File: config.mk
export PLATFORM = sky130hd
export DESIGN_NAME = i2s_clk_ctrl
export DESIGN_NICKNAME = d
export VERILOG_FILES = /design/src/rtl/i2s_clk_ctrl.sv
export SDC_FILE = /design/constraint.sdc
export NUM_CORES = 1
export LEC_CHECK = 0
export ABC_AREA = 1
export CAP_MARGIN = 25
export CORE_UTILIZATION = 55
export CTS_BUF_LIST = sky130_fd_sc_hd__clkbuf_2
export DETAILED_ROUTE_END_ITERATION = 10
export PLACE_DENSITY = 0.81
export SLEW_MARGIN = 20
export SYNTH_ARGS = -nofsm -noshare
export SYNTH_HDL_FRONTEND = slang
export SYNTH_SLANG_ARGS = --single-unit
File: constraint.sdc
create_clock -name clk -period 2.45 [get_ports clk]
set_clock_uncertainty 0.05 [all_clocks]
set_input_delay 0.3675 -clock clk [delete_from_list [all_inputs] [get_ports clk]]
set_output_delay 0.3675 -clock clk [all_outputs]
set_load 0.02 [all_outputs]
File: src/rtl/i2s_clk_ctrl.sv
// I2S master timing: divides clk into bck/lrck and emits per-bit strobes, slot position and frame count.
// Latency: running rises one clk after enable is sampled; every output is a flop, updated on each clk edge.
// No backpressure: enable low stops only at the end of a frame, so every frame is complete.
module i2s_clk_ctrl #(
  parameter int WORD_SIZE = 24,
  parameter int SLOT_BITS = 32,
  parameter int DIV_W     = 8,
  parameter int FCNT_W    = 16
) (
  input  logic                         clk,
  input  logic                         rst_n,
  input  logic                         enable,
  input  logic [DIV_W-1:0]             div,
  output logic                         bck,
  output logic                         lrck,
  output logic                         running,
  output logic                         bit_strobe,
  output logic [$clog2(SLOT_BITS)-1:0] bit_idx,
  output logic                         chan,
  output logic                         data_bit,
  output logic                         word_done,
  output logic [FCNT_W-1:0]            frame_cnt
);

  localparam int IDX_W = $clog2(SLOT_BITS);

  typedef enum logic [1:0] {S_IDLE, S_RUN, S_STOP} state_t;

  state_t            state_q;
  logic [DIV_W-1:0]  div_q;
  logic [DIV_W-1:0]  div_cnt_q;
  logic              bck_q;
  logic              lrck_q;
  logic              running_q;
  logic              bit_strobe_q;
  logic              data_bit_q;
  logic              word_done_q;
  logic [IDX_W-1:0]  bit_idx_q;
  logic [FCNT_W-1:0] frame_cnt_q;

  logic active;
  logic tick;
  logic rise;
  logic fall;
  logic wrap;
  logic frame_end;
  logic in_word;

  // Edge decode: tick marks a bck half-period boundary; wrap/frame_end mark slot and frame ends
  always_comb begin
    active    = (state_q != S_IDLE);
    tick      = active && (div_cnt_q == div_q);
    rise      = tick && !bck_q;
    fall      = tick && bck_q;
    wrap      = fall && (bit_idx_q == IDX_W'(SLOT_BITS - 1));
    frame_end = wrap && lrck_q;
    in_word   = (bit_idx_q != '0) && (bit_idx_q <= IDX_W'(WORD_SIZE));
  end

  // Control FSM with the divider, slot position, strobes and frame counter all registered together
  always_ff @(posedge clk or negedge rst_n) begin
    if (!rst_n) begin
      state_q      <= S_IDLE;
      div_q        <= '0;
      div_cnt_q    <= '0;
      bck_q        <= 1'b0;
      lrck_q       <= 1'b0;
      running_q    <= 1'b0;
      bit_strobe_q <= 1'b0;
      data_bit_q   <= 1'b0;
      word_done_q  <= 1'b0;
      bit_idx_q    <= '0;
      frame_cnt_q  <= '0;
    end else begin
      bit_strobe_q <= 1'b0;
      data_bit_q   <= 1'b0;
      word_done_q  <= 1'b0;
      case (state_q)
        S_IDLE: begin
          // div is captured only here, so mid-run changes wait for the next start
          if (enable) begin
            div_q     <= div;
            div_cnt_q <= '0;
            running_q <= 1'b1;
            state_q   <= S_RUN;
          end
        end
        default: begin
          if (tick) begin
            div_cnt_q <= '0;
            bck_q     <= ~bck_q;
          end else begin
            div_cnt_q <= div_cnt_q + DIV_W'(1);
          end
          // Sample point: bit_idx/chan are stable through the whole high phase
          if (rise) begin
            bit_strobe_q <= 1'b1;
            data_bit_q   <= in_word;
            word_done_q  <= (bit_idx_q == IDX_W'(WORD_SIZE));
          end
          // Position advances on the falling edge; lrck flips with the slot wrap
          if (fall) begin
            if (wrap) begin
              bit_idx_q <= '0;
              lrck_q    <= ~lrck_q;
            end else begin
              bit_idx_q <= bit_idx_q + IDX_W'(1);
            end
          end
          if (frame_end) begin
            frame_cnt_q <= frame_cnt_q + FCNT_W'(1);
          end
          // A stop request retires only on a frame end; re-enabling cancels it seamlessly
          if (enable) begin
            state_q <= S_RUN;
          end else if (state_q == S_STOP && frame_end) begin
            state_q   <= S_IDLE;
            running_q <= 1'b0;
            bck_q     <= 1'b0;
            lrck_q    <= 1'b0;
            bit_idx_q <= '0;
            div_cnt_q <= '0;
          end else begin
            state_q <= S_STOP;
          end
        end
      endcase
    end
  end

  assign bck        = bck_q;
  assign lrck       = lrck_q;
  assign chan       = lrck_q;
  assign running    = running_q;
  assign bit_strobe = bit_strobe_q;
  assign bit_idx    = bit_idx_q;
  assign data_bit   = data_bit_q;
  assign word_done  = word_done_q;
  assign frame_cnt  = frame_cnt_q;

endmodule
# ---- Word-level counts from Yosys, hierarchy flattened
# Index checks and enable logic that the tools add are counted.
dict set report word_totals {
  latch_bits 0
  register_bits 45
  in_bits 11
  mem_count 0
  mem_bits_rw 0
  romBits 0
}
dict set report classes {
  mul 0
  order_cmp 1
  div_mod_pow 0
  reduce_logical 15
  eq_ne 6
  mux 30
  shift 0
  n_addsub 3
  bitwise 3
}
# op count
set ops {}
lappend ops {{$mux 8} 5}
lappend ops {{$mux 5} 4}
lappend ops {{$mux 1} 17}
lappend ops {{$add 16x1->16 const B} 1}
lappend ops {{$eq 5x5->1 const B} 2}
lappend ops {{$add 8x1->8 const B} 1}
lappend ops {{$eq 8x8->1} 1}
lappend ops {{$mux 2} 4}
lappend ops {{$logic_and 1x1->1} 7}
lappend ops {{$add 5x1->5 const B} 1}
lappend ops {{$le 5x5->1 const B} 1}
lappend ops {{$reduce_bool 5->1} 1}
lappend ops {{$reduce_and 2->1} 2}
lappend ops {{$reduce_bool 2->1} 2}
lappend ops {{$not 1->1} 3}
lappend ops {{$reduce_and 3->1} 1}
lappend ops {{$eq 2x2->1 const B} 1}
lappend ops {{$logic_not 2->1} 1}
lappend ops {{$ne 2x1->1 const B} 1}
lappend ops {{$ne 2x2->1 const B} 1}
lappend ops {{$logic_not 1->1} 1}

# ---- Longest topological paths before layout
# Gate-level depths: netlist of the first run.
dict set report logic_depth {
  ltp_word 9
  mapped_depth 19
  mapped_depth_nobuf 19
}

# ---- Least setup slack after synthesis of the first run
# OpenSTA, ideal clock, no wires.
dict set report synth_timing {
  path_kind {reg2reg}
  from {reg div_cnt_q[6]}
  to {reg bit_idx_q[2], in the netlist bit_idx[2]}
  slack_ns 0.303
  arrival_time_ns 1.974
  n_path_buf 0
  setup_ns 0.123
  stages_incl_launch_ff 15
  path_cell_list {dfrtp_1 > xnor2_1 > nand2_1 > nor2_1 > nand2_1 > nor2_1 > ha_1 > nand2_1 > inv_1 > ha_1 > nand3_1 > nor2_1 > inv_1 > a21oi_2 > nor2_1}
}
dict set report synth_via {
  elab_chain_cells 8
  elab_cells_between_ends 10
  cone_classes {1 x eq/ne; 4 x mux; 5 x reduce/logical}
}
# item line
set synth_rtl {}
lappend synth_rtl {{from (decl)} 31} ;# logic [DIV_W-1:0] div_cnt_q;
lappend synth_rtl {{from (signal assigned)} 93} ;# div_cnt_q <= div_cnt_q + DIV_W'(1);
lappend synth_rtl {{$eq 8x8->1 *} 52} ;# tick = active && (div_cnt_q == div_q);
lappend synth_rtl {{$logic_and 1x1->1 *} 52}
lappend synth_rtl {{$logic_and 1x1->1 *} 54} ;# fall = tick && bck_q;
lappend synth_rtl {{$logic_and 1x1->1} 55} ;# wrap = fall && (bit_idx_q == IDX_W'(SLOT_BITS - 1));
lappend synth_rtl {{$mux 5 or $logic_and 1x1->1 (tied branches)} {103, 56}}
lappend synth_rtl {{$mux 5 or $logic_and 1x1->1 (tied branches)} {102, 116}}
lappend synth_rtl {{$mux 5} 116} ;# end else if (state_q == S_STOP && frame_end) begin
lappend synth_rtl {{$mux 5 *} 114} ;# if (enable) begin
lappend synth_rtl {{to (signal assigned)} 107} ;# bit_idx_q <= bit_idx_q + IDX_W'(1);
lappend synth_rtl {{to (decl)} 38} ;# logic [IDX_W-1:0] bit_idx_q;
# Every way passes the cells marked *; elsewhere a longest branch is shown, timed or not.
# A chain may end at the register's enable or synchronous reset.

# ---- Final worst setup path of the first run
dict set report layout_timing {
  from {reg div_q[2]}
  to {reg div_cnt_q[5]}
}
dict set report layout_via {
  elab_chain_cells 9
  elab_cells_between_ends 10
  cone_classes {1 x eq/ne; 4 x mux; 5 x reduce/logical}
}
# item line
set layout_rtl {}
lappend layout_rtl {{from (decl)} 30} ;# logic [DIV_W-1:0] div_q;
lappend layout_rtl {{from (signal assigned)} 82} ;# div_q <= div;
lappend layout_rtl {{$eq 8x8->1 *} 52}
lappend layout_rtl {{$logic_and 1x1->1 *} 52}
lappend layout_rtl {{$logic_and 1x1->1} 54}
lappend layout_rtl {{$logic_and 1x1->1} 55}
lappend layout_rtl {{$logic_and 1x1->1} 56} ;# frame_end = wrap && lrck_q;
lappend layout_rtl {{$logic_and 1x1->1} 116}
lappend layout_rtl {{$mux 8} 116}
lappend layout_rtl {{$mux 8 *} 114}
lappend layout_rtl {{$mux 8 *} 78} ;# case (state_q)
# Marked as above.

==> impl_metrics.yaml, run 1 <==
status:
  outcome: "finished clean"
sta:
  hold_viol_final: 0
  fin_crit_sh_pct: 94.4
  worst_slack_ns: 0.138
  fin_tns_setup_ns: 0
  worst_pin_slew_ns: 0.551
  grt_setup_unrepaired: "yes"
  slew_violations: 0
  max_slew_margin_pct: 63.3
  finalSetupViolCount: 0
  fmax_ghz: 0.433
  whs_ns: 0.458
  fin_crit_ns: 2.31
synth:
  syn_area_per_cell_um2: 9.34
  netlist.area_leader.share_pct: 48.4
  ys_seq_area_share_pct: 48.4
  yosys_warnings: 0
  yosys-top-cells-count: "nand2_1, dfrtp_1, inv_1"
  synth-edff-count: 0
  ys.flop_type: "dfrtp_1"
  synth_most_common_cell: "nand2_1"
  ys_seq_elements: 45
  synthCells: 249
  syn_area_um2: 2320
  ys_top_cells_by_area: "dfrtp_1, nand2_1, inv_1"
  async_reset_ff_share_pct: 100
  synth_cell_types: 30
  yosys.area.top_type: "dfrtp_1"
  synth_fp_nets: 268
detailed_routing:
  dr.first_iter.drc_count: 65
  wire_per_inst_um: 12.1
  viasPerCell: 5.11
  wl_um: 4300
  via_count: 1808
  ant_nets: 0
  drtPass1Iterations: 4
  route.detailed.drc: 0
floorplanning:
  dieArea_um2: 4490
  io_pins: 39
  die_y_um: 67.0
  core_um2: 4030
  start_util_pct: 57.7
  die_width_um: 67.0
  num_rows: 23
setup_path:
  crit_slowest_cell: "dfrtp_1"
  worstSetupPathType: "flop to flop"
  rrSetupSlack_ns: 0.14
  cp-end-kind: "flop"
  cp_slowest_stage_delay_ns: 0.45
  path_max_fanout: 8
  r2r_end: "div_cnt_q[5]"
  cp-startpoint: "div_q[2]"
  worstPathRequired_ns: 2.72
  rr_startpoint: "div_q[2]"
  worst_setup_path_start_kind: "flop"
  ff2ff_path_depth: 14
  critPathArrivalTime_ns: 2.58
  path_cells: "xnor2_1 -> nand2_1 -> nor2_1 -> nand2_1 -> nor2_2 -> ha_2 -> nand2_2 -> inv_2 -> ha_4 -> nand3_2 -> nor2_4 -> nor2_1 -> nand2_2 -> a21oi_1"
grt:
  use_met1_pct: 27.5
  grtUsageTotal_pct: 21.9
  overflow: 0
  gr-max-usage-layer: "met2"
  grt_pass1_vias: 1597
  met2_usage_pct: 36.3
  grt_max_degree: 46
  met3_usage_pct: 4.11
  grt_pass1_wl_um: 7220
  antenna_found_initial: 0
placement:
  dp_slack_ns: -0.119
  place_congestion: 0.821
  dp_hpwl_um: 3020
  port_buffers: 38
power_and_ir_drop:
  p_sw_share_pct: 30.2
  comb_power_share_pct: 22.7
  p_leak_uw: 0.00153
  switching_power_uw: 454
  clkPwrFrac_pct: 20.4
  intPower_uw: 1050
  power.density_nw_per_um2: 515
  ir_drop_v: 0.000428
  seqPwrFrac_pct: 56.9
final_layout:
  final_util_pct: 72.6
  syn_to_final_growth_pct: 25.8
  num_antenna_cells: 0
  layout-drive-gt1-share_pct: 17.1
  nets: 322
min_path:
  hold_path_class: "input pin to flop"
  hp-start: "div[4]"
  hold-path-endpoint: "div_q[4]"
  holdPathStages: 3
clock_tree:
  cts_root_buffer: "clkbuf_2"
  cts.htree.levels: 2
  cts_tree: "built"
  clk_path_buf_depth: 2
  clk_latency_ns: 0.42
  clkSinkCount: 45
  cts-buffers-inserted: 5
  cts.reportedPaths.clkPinSlew_ns: 0.22
job:
  maxCapViolations: 0
==> worst max path at each step <==
stage	endpoint	slack [ns]
floorplan	bit_idx[2]	0.30
global placement	bit_idx[2]	0.05
detailed placement	div_cnt_q[1]	-0.12
CTS	bit_idx[3]	0.02
global route	frame_cnt[15]	-0.06
finish	div_cnt_q[5]	0.14
==> final cells by class <==
class                   count  area [um2]
clock buffers               6        30.0
clock inverters             2        10.0
fillers                   321        1100
inverters                  31         116
multi-input cells         170        1110
flip-flops and latches     45        1130
well taps                  50        62.6
repair buffers             50         468
==> cell usage in the layout, fill, tap and decap left out, drive strengths merged, types with 6 or more instances in the layout <==
cell | Yosys | final
buf | 2 | 12
nand2 | 62 | 62
a21oi | 12 | 12
nor2 | 29 | 29
nand3 | 13 | 13
ha | 8 | 8
xnor2 | 11 | 11
clkdlybuf4s50 | 0 | 37
dfrtp | 45 | 45
xor2 | 11 | 11
clkbuf | 1 | 6
inv | 31 | 31
nor3 | 7 | 7
==> critical path: cells and delay by family, from the launching register on <==
family | cells | cell delay (ns)
flip-flops | 1 | 0.45
adder cells (fa/ha/maj) | 2 | 0.37
AO/OA/AOI/OAI | 1 | 0.09
buffers and inverters | 1 | 0.07
XOR/XNOR | 1 | 0.16
AND/OR/NAND/NOR | 9 | 1.03
==> registers in the layout (all words and copies together), names as in the netlist <==
register    cells
frame_cnt      16
div_cnt_q       8
div_q           8
bit_idx         5
state_q         2
bck             1
bit_strobe      1
chan            1
data_bit        1
running         1
word_done       1
==> routing by layer <==
layer	up-vias	part of all wire, %
met5	-	0
met4	0	1.9
met3	7	3.6
met2	45	51
met1	860	44
li1	896	-
==> timing repair <==
item,4_1_cts,5_1_grt
setup buffers,6,3
gates resized for setup,4,11
endpoints found under the setup margin,12,23
endpoints found under the hold margin,45,0
hold buffers,1,0
pin swaps,1,11
==> power by group through the flow <==
stage	combinational [uW]	clock, uW	sequential (uW)
final	341	307	856
after global routing	381	350	867
after CTS	338	319	855
after detailed placement	278	0	884
after global placement	269	0	881
after floorplan	183	0	881
==> stage by stage <==
| step | total power (uW) | cells | cell area [um2] |
|---|---|---|---|
| finish | 1500 | 354 | 2920 |
| CTS | 1510 | 351 | 2870 |
| detailed placement | 1160 | 336 | 2760 |
| floorplan | 1060 | 249 | 2320 |
| global route | 1600 | 354 | 2920 |
| global placement | 1150 | 336 | 2760 |
==> logic make-up after synthesis <==
kind of cell	after synthesis	share of synthesized area (%)
simple gates	117	25.7
flops	45	48.4
buf+inv	34	5.97
xor+xnor	22	8.29
compound gates	18	4.41
fa+ha+maj	8	4.31
mux	5	2.91
Power figures use the tool's default switching activity.
==> run 2, diff against run 1 <==
Settings changed: CORE_UTILIZATION 55 to 50, GPL_TIMING_DRIVEN set to 0, PLACE_DENSITY 0.81 to 0.78.
Clock period 2.45 ns to 2 ns, I/O delays scaled along.
==> run 2 against run 1 <==
Effect of this change:
- the run now ends with setup timing left
- worst hold slack got worse by 0.26 ns
- routed wire length rose by 16%
- flip-flop and latch count did not move
- cell area rose by 13%
- global-route usage fell by 0.51 points
- via count rose by 5.3%
- power rose by 35%
==> impl_metrics.yaml, run 2 (same netlist as run 1, synthesis figures left out) <==
status:
  outcome: "finished, violations left"
  violations: "setup timing"
power_and_ir_drop:
  power.density_nw_per_um2: 614
  p_sw_share_pct: 29.7
  switching_power_uw: 604
  seqPwrFrac_pct: 51.9
  comb_power_share_pct: 22.9
  p_leak_uw: 0.00170
  clkPwrFrac_pct: 25.2
  ir_drop_v: 0.000629
  intPower_uw: 1430
detailed_routing:
  wl_um: 4990
  ant_nets: 0
  viasPerCell: 5.02
  drtPass1Iterations: 4
  wl_met3_um: 170
  routed.top_layer: "met4"
  route.met2.wl_um: 2680
  dr.first_iter.drc_count: 78
  via_count: 1904
  route.detailed.drc: 0
  wire_per_inst_um: 13.2
  wl_met1_um: 2050
final_layout:
  final_common_cell: "nand2_1"
  largest_reg_flops: 16
  mostFrequentLayoutCells: "nand2_1, dfrtp_1, clkdlybuf4s50_1"
  final_util_pct: 75.1
  num_antenna_cells: 0
  nets: 345
  layout-drive-gt1-share_pct: 29.4
  syn_to_final_growth_pct: 42.6
clock_tree:
  cts-buffers-inserted: 5
  cts.htree.levels: 2
  clk_path_buf_depth: 2
  cts_tree: "built"
  clkSinkCount: 45
  cts.reportedPaths.clkPinSlew_ns: 0.24
  clk_latency_ns: 0.44
  cts_root_buffer: "clkbuf_2"
job:
  maxCapViolations: 0
grt:
  grt_pass1_vias: 1847
  antenna_found_initial: 0
  grt_max_degree: 31
  grt_pass1_wl_um: 8250
  overflow: 0
  grtUsageTotal_pct: 21.4
placement:
  place_congestion: 0.782
  dp_hpwl_um: 2930
  port_buffers: 38
sta:
  worst_slack_ns: -0.265
  max_slew_margin_pct: 75.1
  fin_crit_ns: 2.26
  fmax_ghz: 0.442
  fin_crit_sh_pct: 113
  grt_setup_unrepaired: "yes"
  fin_tns_setup_ns: -6.70
  finalSetupViolCount: 36
  hold_viol_final: 0
  slew_violations: 0
  worst_pin_slew_ns: 0.370
setup_path:
  cp_slowest_stage_delay_ns: 0.46
  worstPathRequired_ns: 2.28
  crit_slowest_cell: "dfrtp_1"
  cp-end-kind: "flop"
  worstSetupPathType: "flop to flop"
  worst_setup_path_start_kind: "flop"
  path_max_fanout: 4
  path_cells: "inv_1 -> nand2_1 -> nand2_1 -> nand2_1 -> nor2_2 -> nand2_2 -> nor2_4 -> ha_4 -> nand2_4 -> inv_2 -> ha_4 -> nand3_4 -> nor2_4 -> inv_2 -> a21oi_4 -> nor2_1"
  cpMostUsedCell: "nand2_1"
  critPathArrivalTime_ns: 2.55
floorplanning:
  num_rows: 24
  start_util_pct: 52.7
  die_y_um: 70.2
  die_width_um: 70.2
  io_pins: 39
  dieArea_um2: 4930
  core_um2: 4410
min_path:
  hold_path_class: "input pin to async pin"
==> run 2: cell count changes in the layout (fill, tap and decap cells not counted), sizes merged <==
cell,previous run,this run
bufinv,0,1
buf,12,34
clkinv,2,1
clkbuf,6,7
==> run 2: power groups by stage <==
| stage | Combinational (uW) | Clock [uW] | Sequential [uW] |
|---|---|---|---|
| after floorplan | 225 | 0 | 1080 |
| after global placement | 331 | 0 | 1080 |
| after detailed placement | 345 | 0 | 1080 |
| after CTS | 425 | 517 | 1050 |
| after global routing | 515 | 551 | 1070 |
| final | 465 | 514 | 1060 |
==> run 2: worst max-delay path, delay by kind of cell (launching register included) <==
| kind | cells | cell delay (ns) |
|---|---|---|
| and+or+nand+nor | 10 | 0.90 |
| buffers and inverters | 3 | 0.22 |
| DFF | 1 | 0.46 |
| adders and majority gates | 2 | 0.35 |
| AOI/OAI and AO/OA | 1 | 0.17 |
==> run 2: final cells by class <==
type | instances | area [um2]
repair buffers | 70 | 661
clock inverters | 2 | 33.8
clock buffers | 6 | 30.0
plain buffers | 3 | 22.5
multi-input cells | 170 | 1260
inverters | 31 | 119
well taps | 52 | 65.1
flip-flops and latches | 45 | 1130
fillers | 299 | 1100
==> run 2: routing by layer <==
metal,up-vias,global-route usage [%]
li1,937,-
met5,-,0
met2,39,38.7
met3,10,4.47
met4,0,6.00
met1,918,25.6
==> run 2: worst paths after layout <==
kind	cells after the start	end	from	slack, ns
max	16	bit_idx[0]	div_cnt_q[5]	-0.26
min	2	frame_cnt[7]	rst_n	0.20
max reg2reg	16	bit_idx[0]	div_cnt_q[5]	-0.26
min reg2reg	2	running	running	0.45
max in group asynchronous	3	chan	rst_n	1.18
min in group clk	3	div_q[4]	div[4]	0.36
==> run 2: repair_timing <==
action,CTS,global route
buffers inserted,23,11
endpoints found under the setup margin,30,37
pin swaps,23,12
endpoints found under the hold margin,15,0
hold buffers,1,0
resized for setup,21,23
==> run 2: per-stage QoR <==
step / instance area [um2] / instances / setup WS, ns / power (uW) / hold WS, ns
after floorplan: 2360 / 249 / -0.0507 / 1310 / -0.0456
after global placement: 2810 / 339 / -0.609 / 1410 / 0.417
after detailed placement: 2820 / 340 / -0.309 / 1430 / 0.188
after CTS: 3170 / 372 / -0.240 / 1990 / 0.243
after global routing: 3310 / 379 / -0.424 / 2130 / 0.230
final: 3310 / 379 / -0.265 / 2040 / 0.201
==> run 3, diff against run 2 <==
Settings changed: CELL_PAD_IN_SITES_DETAIL_PLACEMENT set to 1, CELL_PAD_IN_SITES_GLOBAL_PLACEMENT set to 2, CORE_UTILIZATION 50 to 30, PLACE_DENSITY 0.78 to 0.76, REMOVE_ABC_BUFFERS set to 1, TNS_END_PERCENT set to 50.
==> run 3 against run 2 <==
Effect of this change:
- the flow still finishes with violations (setup timing)
- utilization down 30 points
- fmax down 2.9%
- sequential share of layout area down 0.14 points
- combinational power down 2%
- non-clock buffer count up 5
- highest routed layer unchanged
==> impl_metrics.yaml, run 3 (same netlist as run 1, synthesis figures left out) <==
final_layout:
  fillCellCount: 866
  num_antenna_cells: 0
  syn_to_final_growth_pct: 44.1
  layout-drive-gt1-share_pct: 30.7
  final_common_cell: "nand2_1"
  mostFrequentLayoutCells: "nand2_1, dfrtp_1, clkdlybuf4s50_1"
  multiInputGateArea_um2: 1190
  nets: 350
  seq_area_um2: 1130
  stdcell_count: 431
  largest_reg_flops: 16
clock_tree:
  cts.reportedPaths.clkPinSlew_ns: 0.26
  clkSinkCount: 45
  cts_root_buffer: "clkbuf_2"
  cts_tree: "built"
  clk_path_buf_depth: 2
  cts.htree.levels: 2
  cts-buffers-inserted: 5
  clk_latency_ns: 0.42
power_and_ir_drop:
  switching_power_uw: 606
  p_sw_share_pct: 29.6
  comb_power_share_pct: 22.3
  clkPwrFrac_pct: 26.2
  power.density_nw_per_um2: 610
  ir_drop_v: 0.000440
  p_leak_uw: 0.00169
  intPower_uw: 1440
  seqPwrFrac_pct: 51.5
setup_path:
  cp-end-kind: "flop"
  critPathArrivalTime_ns: 2.60
  worst_setup_path_start_kind: "flop"
  worstSetupPathType: "flop to flop"
  worstPathRequired_ns: 2.27
  path_max_fanout: 8
detailed_routing:
  wl_um: 5430
  wire_per_inst_um: 12.6
  route.detailed.drc: 0
  drtPass1Iterations: 2
  dr.first_iter.drc_count: 70
  viasPerCell: 4.45
  via_count: 1917
  ant_nets: 0
placement:
  port_buffers: 38
  dp_slack_ns: -0.645
  dp.cells: 384
  place_congestion: 0.671
  dp_hpwl_um: 3590
sta:
  max_slew_margin_pct: 73.3
  finalSetupViolCount: 35
  fmax_ghz: 0.429
  slew_violations: 0
  hold_viol_final: 0
  fin_crit_ns: 2.33
  fin_crit_sh_pct: 117
  grt_setup_unrepaired: "yes"
  worst_pin_slew_ns: 0.400
  worst_slack_ns: -0.332
floorplanning:
  num_rows: 31
  die_y_um: 90.0
  start_util_pct: 31.5
  die_width_um: 90.0
  core_um2: 7370
  dieArea_um2: 8110
  io_pins: 39
grt:
  antenna_found_initial: 0
  grt_max_degree: 30
  grt_pass1_wl_um: 9200
  grtUsageTotal_pct: 14.0
  overflow: 0
  grt_pass1_vias: 1971
status:
  violations: "setup timing"
  outcome: "finished, violations left"
min_path:
  hold_path_class: "input pin to async pin"
job:
  maxCapViolations: 0
run 3: routing by layer:
layer,part of all wire [%],global-route usage [%],vias to the layer above
li1,-,-,947
met3,2.3,2.62,2
met4,0.61,3.63,0
met5,0,0,-
met2,52,25.3,24
met1,45,17.0,944
run 3: power groups by stage:
stage / Clock, uW / Combinational, uW / Sequential [uW]
floorplan: 0 / 218 / 1080
global placement: 0 / 328 / 1080
detailed placement: 0 / 344 / 1090
CTS: 570 / 427 / 1050
global route: 592 / 510 / 1060
finish: 536 / 456 / 1050
run 3: path summary, 6_finish.rpt:
| path | from | endpoint | slack (ns) | cells past startpoint |
|---|---|---|---|---|
| max reg2reg | div_cnt_q[0] | div_cnt_q[4] | -0.33 | 14 |
| min in group clk | div[1] | div_q[1] | 0.39 | 3 |
| min reg2reg | running | running | 0.46 | 2 |
| max in group asynchronous | rst_n | div_cnt_q[0] | 1.16 | 3 |
| min | rst_n | frame_cnt[13] | 0.24 | 2 |
| max | div_cnt_q[0] | div_cnt_q[4] | -0.33 | 14 |
run 3: worst max-delay path: stages (launching register included):
cell and delay (ns):
dfrtp_1 0.46, xnor2_2 0.16, nand2_1 0.07, nor2_1 0.13, nand2_1 0.10, nor2_2 0.14, ha_2 0.21, nand2_2 0.07
inv_2 0.07, ha_4 0.17, nand3_2 0.12, nor2_4 0.14, nor2_1 0.08, nand2_2 0.19, a21oi_1 0.09
run 3: per-stage QoR:
stage               setup TNS [ns]  util, %  hold WS (ns)  cell area (um2)  total power [uW]
finish                       -8.21     45.5         0.236             3350              2050
global route                -15.41     45.5         0.215             3350              2170
CTS                          -6.94     43.1         0.196             3180              2050
detailed placement          -13.50     38.3         0.198             2820              1430
global placement            -47.83     38.1         0.415             2810              1410
floorplan                    -2.15        -       -0.0456             2300              1300
run 3: what timing repair did:
action,in CTS,in global routing
hold endpoints to repair,16,0
hold buffers,1,0
gates cloned,0,0
gates resized for setup,18,27
endpoints found under the setup margin,33,41
pin swaps,16,10
buffers inserted,27,11
run 3: cell type report:
| type | instances | area share [%] |
|---|---|---|
| Sequential cell | 45 | 33.9 |
| Multi-Input combinational cell | 170 | 35.4 |
| Inverter | 31 | 3.47 |
| Tap cell | 99 | 3.70 |
| Timing Repair Buffer | 78 | 21.4 |
| Clock buffer | 5 | 0.747 |
| Clock inverter | 3 | 1.38 |
